$ cat config.mk
export PLATFORM = sky130hd
export DESIGN_NAME = pill_count_ctrl
export DESIGN_NICKNAME = d
export VERILOG_FILES = /design/src/rtl/pill_count_ctrl.sv
export SDC_FILE = /design/constraint.sdc
export NUM_CORES = 1
export LEC_CHECK = 0
export CAP_MARGIN = 20
export CORE_ASPECT_RATIO = 1.1
export CORE_MARGIN = 5
export CORE_UTILIZATION = 51
export CTS_BUF_LIST = sky130_fd_sc_hd__clkbuf_16
export DETAILED_ROUTE_END_ITERATION = 8
export GPL_ROUTABILITY_DRIVEN = 1
export PLACE_DENSITY = 0.81
export RECOVER_POWER = 100
export SYNTH_ARGS = -nofsm -noshare
export SYNTH_HDL_FRONTEND = slang
export SYNTH_SLANG_ARGS = --single-unit
$ cat constraint.sdc
create_clock -name clk -period 2.9 [get_ports clk]
set_input_delay 0.29 -clock clk [delete_from_list [all_inputs] [get_ports clk]]
set_output_delay 0.29 -clock clk [all_outputs]
set_load 0.05 [all_outputs]
$ cat src/rtl/pill_count_ctrl.sv
// pill_count_ctrl: pill sensor conditioning, per-bottle counting, feeder gating and bottle swap control.
// Define PILL_DEBOUNCE_EN to insert a DEBOUNCE_CYCLES stable-sample filter after the synchroniser.
module pill_count_ctrl #(
    parameter int unsigned CNT_W           = 8,
    parameter int unsigned TOT_W           = 16,
    parameter int unsigned DEBOUNCE_CYCLES = 4
) (
    input  logic             clk,
    input  logic             rst_n,
    input  logic             start,
    input  logic             pause,
    input  logic             pill_in,
    input  logic             bottle_ack,
    input  logic [CNT_W-1:0] target_in,
    input  logic [CNT_W-1:0] bottles_in,
    output logic [CNT_W-1:0] current_count,
    output logic [CNT_W-1:0] target_count,
    output logic [CNT_W-1:0] bottle_count,
    output logic [TOT_W-1:0] total_pills,
    output logic             feeder_en,
    output logic             bottle_req,
    output logic             done,
    output logic             extra_pill,
    output logic [2:0]       state
);

    typedef enum logic [2:0] {
        S_IDLE  = 3'd0,
        S_FILL  = 3'd1,
        S_PAUSE = 3'd2,
        S_SWAP  = 3'd3,
        S_DONE  = 3'd4
    } state_t;

    state_t           state_q;
    state_t           state_d;
    logic             sync1;
    logic             sync2;
    logic             pill_evt;
    logic [CNT_W-1:0] bottle_target;
    logic [CNT_W-1:0] cur_d;
    logic [CNT_W-1:0] tgt_d;
    logic [CNT_W-1:0] bc_d;
    logic [CNT_W-1:0] bt_d;
    logic [TOT_W-1:0] tot_d;
    logic             extra_d;
    logic             start_ok;
    logic [CNT_W-1:0] cur_inc;
    logic [CNT_W-1:0] bc_inc;

`ifdef PILL_DEBOUNCE_EN
    localparam int unsigned DB_W = 8;

    logic            filt;
    logic            filt_d;
    logic [DB_W-1:0] db_cnt;

    // Synchroniser followed by a filter that follows the input only after it has been stable long enough.
    always_ff @(posedge clk or negedge rst_n) begin
        if (!rst_n) begin
            sync1  <= 1'b0;
            sync2  <= 1'b0;
            filt   <= 1'b0;
            filt_d <= 1'b0;
            db_cnt <= '0;
        end else begin
            sync1  <= pill_in;
            sync2  <= sync1;
            filt_d <= filt;
            if (sync2 != filt) begin
                if (db_cnt == DB_W'(DEBOUNCE_CYCLES - 1)) begin
                    filt   <= sync2;
                    db_cnt <= '0;
                end else begin
                    db_cnt <= db_cnt + DB_W'(1);
                end
            end else begin
                db_cnt <= '0;
            end
        end
    end

    assign pill_evt = filt & ~filt_d;
`else
    logic       sync3;
    logic [7:0] unused_db;

    assign unused_db = 8'(DEBOUNCE_CYCLES);

    // Two-flop synchroniser plus one delay stage for rising-edge detection.
    always_ff @(posedge clk or negedge rst_n) begin
        if (!rst_n) begin
            sync1 <= 1'b0;
            sync2 <= 1'b0;
            sync3 <= 1'b0;
        end else begin
            sync1 <= pill_in;
            sync2 <= sync1;
            sync3 <= sync2;
        end
    end

    assign pill_evt = sync2 & ~sync3;
`endif

    assign start_ok = start && (target_in != '0) && (bottles_in != '0);
    assign cur_inc  = current_count + CNT_W'(1);
    assign bc_inc   = bottle_count + CNT_W'(1);
    assign state    = state_q;

    // Next-state and next-count logic.
    always_comb begin
        state_d = state_q;
        cur_d   = current_count;
        tgt_d   = target_count;
        bc_d    = bottle_count;
        bt_d    = bottle_target;
        tot_d   = total_pills;
        extra_d = extra_pill;
        case (state_q)
            S_IDLE, S_DONE: begin
                if ((state_q == S_DONE) && pill_evt) begin
                    extra_d = 1'b1;
                end
                if (start_ok) begin
                    tgt_d   = target_in;
                    bt_d    = bottles_in;
                    cur_d   = '0;
                    bc_d    = '0;
                    tot_d   = '0;
                    extra_d = 1'b0;
                    state_d = S_FILL;
                end
            end
            S_FILL, S_PAUSE: begin
                if (pill_evt) begin
                    cur_d = cur_inc;
                    if (total_pills != '1) begin
                        tot_d = total_pills + TOT_W'(1);
                    end
                end
                // A terminal pill wins over the pause level.
                if (pill_evt && (cur_inc == target_count)) begin
                    state_d = S_SWAP;
                end else if (pause) begin
                    state_d = S_PAUSE;
                end else begin
                    state_d = S_FILL;
                end
            end
            S_SWAP: begin
                if (pill_evt) begin
                    extra_d = 1'b1;
                end
                if (bottle_ack) begin
                    bc_d = bc_inc;
                    if (bc_inc == bottle_target) begin
                        state_d = S_DONE;
                    end else begin
                        cur_d   = '0;
                        state_d = S_FILL;
                    end
                end
            end
            default: begin
                state_d = S_IDLE;
            end
        endcase
    end

    // State, counters and registered state-decoded outputs.
    always_ff @(posedge clk or negedge rst_n) begin
        if (!rst_n) begin
            state_q       <= S_IDLE;
            current_count <= '0;
            target_count  <= '0;
            bottle_count  <= '0;
            bottle_target <= '0;
            total_pills   <= '0;
            extra_pill    <= 1'b0;
            feeder_en     <= 1'b0;
            bottle_req    <= 1'b0;
            done          <= 1'b0;
        end else begin
            state_q       <= state_d;
            current_count <= cur_d;
            target_count  <= tgt_d;
            bottle_count  <= bc_d;
            bottle_target <= bt_d;
            total_pills   <= tot_d;
            extra_pill    <= extra_d;
            feeder_en     <= (state_d == S_FILL);
            bottle_req    <= (state_d == S_SWAP);
            done          <= (state_d == S_DONE);
        end
    end

endmodule
==> metrics.md <==
| Metric | Value |
|---|---|
| Status | complete, no violations |
| Nets | 450 |
| # diodes | 0 |
| Root Driver | clkbuf_16 |
| Layout cells sized above 1 | between 4 and 5% |
| Die width | about 85 um |
| Number of global-route vias before repair | roughly 2800 |
| CTS tree | yes |
| Initial Util | between 50% and 60% |
| DR vias | about 3000 |
| Antenna violations before repair | 0 |
| Fin area | a little over 4000 um2 |
| First-pass GRT wire length | 13.5 mm |
| Worst Clk Skew | ~8.7 ps |
| Tot Pwr | between 4 and 5 mW |
| Die area | 7780 um2 |
| Worst setup margin | approximately 210 ps |
| Max-Cap Viols | 0 |
| Part of the cycle the worst path needs | around 93% |
| TritonCTS Sinks | 58 |
| Fillers | around 450 |
| DRT antenna net count | 0 |
| CP Launch Type | flop |
| Yosys top cell area share | a little under half |
| Postcts setup bufs | 0 |
| Max FO, Critical Path | 21 |
| Gate count after technology mapping | about 360 |
| Max VDD drop | approximately 0.67 mV |
| Slowest cell delay on critical path | about 490 ps |
| Fin. Hold Viols | 0 |
| Most common cell in the synthesized netlist | nand2_1 |
| Detailed router's first-iteration violation count | between 200 and 300 |
| Utilization after layout | between 60 and 70% |
| Setup TNS Final | 0 ps |
| I/O Pins | 69 |
| Gr ovfl total | 0 |
| Asr flop ratio synth | 100% |
| Synth area leader | dfrtp_1 |
| Critical Path, Cell by Cell | xnor2_1, or3b_1, a31o_1, and2_0, or3_1, a21oi_1 |
| Via/cell ratio | slightly below 6 |
| Worst setup EP type | flop |
| Largest cells by area after synthesis | dfrtp_1 47%, nand2_1 9.3%, o21ai_0 4.8%, xnor2_1 4.2%, nand3_1 3.1% |
| Max Slew Vio Count | 0 |
| Slowest-stage cell, CP | or3b_1 |
| Relative slew slack | between 30 and 40% |
| Pwr dens | 980 nW/um2 |
| Fmax | approximately 0.37 GHz |
| Post-synthesis sequential area ratio | a little under half |
| R2r setup slk | roughly 210 ps |
| Unique masters post-synth | 44 |
| Netlist area before placement | roughly 3100 um2 |
| Min cycle time layout | 2690 ps |
| Worst setup slack after placement | ~430 ps |
| CP Class | flop to flop |
| Tot GR Track Use | 21.5% |
| Die height | roughly 92 um |
| Num rows | 29 |
| Clock Latency Late Sink | 330 ps |
| Yosys warns | 0 |
| Area added between synthesis and finish | 31.0% |
| Flops & latches, synth | 58 |
| Crit path DAT | about 2900 ps |
| Leakage | approximately 1.9 nW |
| WL/cell | 15.9 um |
| Routability congestion estimate from global placement | between 0.9 and 1 |
| Syn_nets | 384 |
| Post-synth top cells | 77 x nand2_1, 58 x dfrtp_1, 30 x o21ai_0 |
| RSZ-0062 raised after global routing | no |
| Hold crit path type | flop to flop |
| Top_reg_cell synth | dfrtp_1 |
| Setup Viol. Count Final | 0 |
| Hpwl dp | a little under 6 mm |
| Clk buf depth | 2 |
| Total iterations of the first detailed-routing run | 5 |
| Port-buffer cells | 68 |
| Post-synth EDFFs | 0 |
| Critical Path RT | roughly 3100 ps |
| Largest net degree at the start of global routing | between 40 and 50 |
| Worst-Margin Slew | about 1000 ps |
| Cell Area, Placed | just under 4000 um2 |
| Core box area | slightly below 6000 um2 |
| H-tree depth | 3 |
| Number of remaining DRC errors | 0 |
| Clock slew at reported path FFs | about 50 ps |
| Num CTS Buffers | 9 |
| Routed WL | between 8 and 9 mm |
| Syn Area/Cell | a little under 9 um2 |
## where the power goes
group,total (mW),switching [mW],internal [mW],leakage [nW]
clock network,0.906,0.350,0.556,0.125
logic,1.80,1.21,0.595,0.965
registers,1.29,0.270,1.02,0.763
## final timing paths
check / to / from / cells past startpoint
setup / recovery: total_pills[13] / state[0] / 6
hold / removal: sync2 / sync1 / 0
setup reg to reg: total_pills[13] / state[0] / 6
hold reg to reg: sync2 / sync1 / 0
max in group asynchronous: target_count[4] / rst_n / 3
min in group asynchronous: bottle_count[6] / rst_n / 2
## registers in the layout, indices dropped and copies added, names as in the netlist, 3 cells and up
register	cells
total_pills	16
bottle_count	8
bottle_target	8
current_count	8
target_count	8
state	3
## per-stage QoR
stage / hold slack, ps / std cells
after global routing: 378 / 506
after detailed placement: 241 / 490
after floorplan: -5.59 / 359
after CTS: 347 / 506
final: 345 / 506
after global placement: 232 / 490
## worst max-delay path: cells and delay by family (launching register included)
family	cells	cell delay, ps
AND/OR/NAND/NOR	3	1450
flip-flops	1	460
AO/OA/AOI/OAI	2	460
XOR/XNOR	1	220
## cell families after synthesis
group	after synthesis	share of synthesized area [%]
AND/OR/NAND/NOR	169	25.9
AO/OA/AOI/OAI	76	14.7
flip-flops	58	46.6
buffers and inverters	24	3.21
XOR/XNOR	23	6.46
multiplexers	5	1.65
adder cells (fa/ha/maj)	4	1.53
## cell type report
class / instances / area [um2] / area share (%)
Clock buffer: 9 / 225 / 5.51
Multi-Input combinational cell: 277 / 1550 / 38.1
Clock inverter: 6 / 25.0 / 0.613
Sequential cell: 58 / 1450 / 35.5
Tap cell: 77 / 96.3 / 2.36
Timing Repair Buffer: 74 / 713 / 17.5
Inverter: 5 / 18.8 / 0.460
## layer usage
| layer | share of wire (%) | global-route usage (%) |
|---|---|---|
| met5 | 0 | 0 |
| met3 | 6.7 | 4.48 |
| met4 | 1.4 | 8.05 |
| met2 | 50 | 35.8 |
| met1 | 42 | 27.5 |
## what timing repair did
| action | CTS | global route |
|---|---|---|
| endpoints found under the hold margin | 17 | 0 |
| hold buffers | 1 | 0 |
| resized for setup | 0 | 0 |
## cells in the final DEF, fill, tap and decap left out, drive strengths merged, types with 8 or more instances in the layout
master,netlist,layout
o21ai,30,30
nor2,20,20
a31oi,11,11
or3,14,14
and3,8,8
nand3,19,19
xnor2,15,15
clkbuf,14,13
clkdlybuf4s50,0,18
nand2,77,77
dlygate4sd3,0,50
dfrtp,58,58
xor2,8,8
a21oi,17,17
No activity file was read; power rests on OpenSTA's default activity.
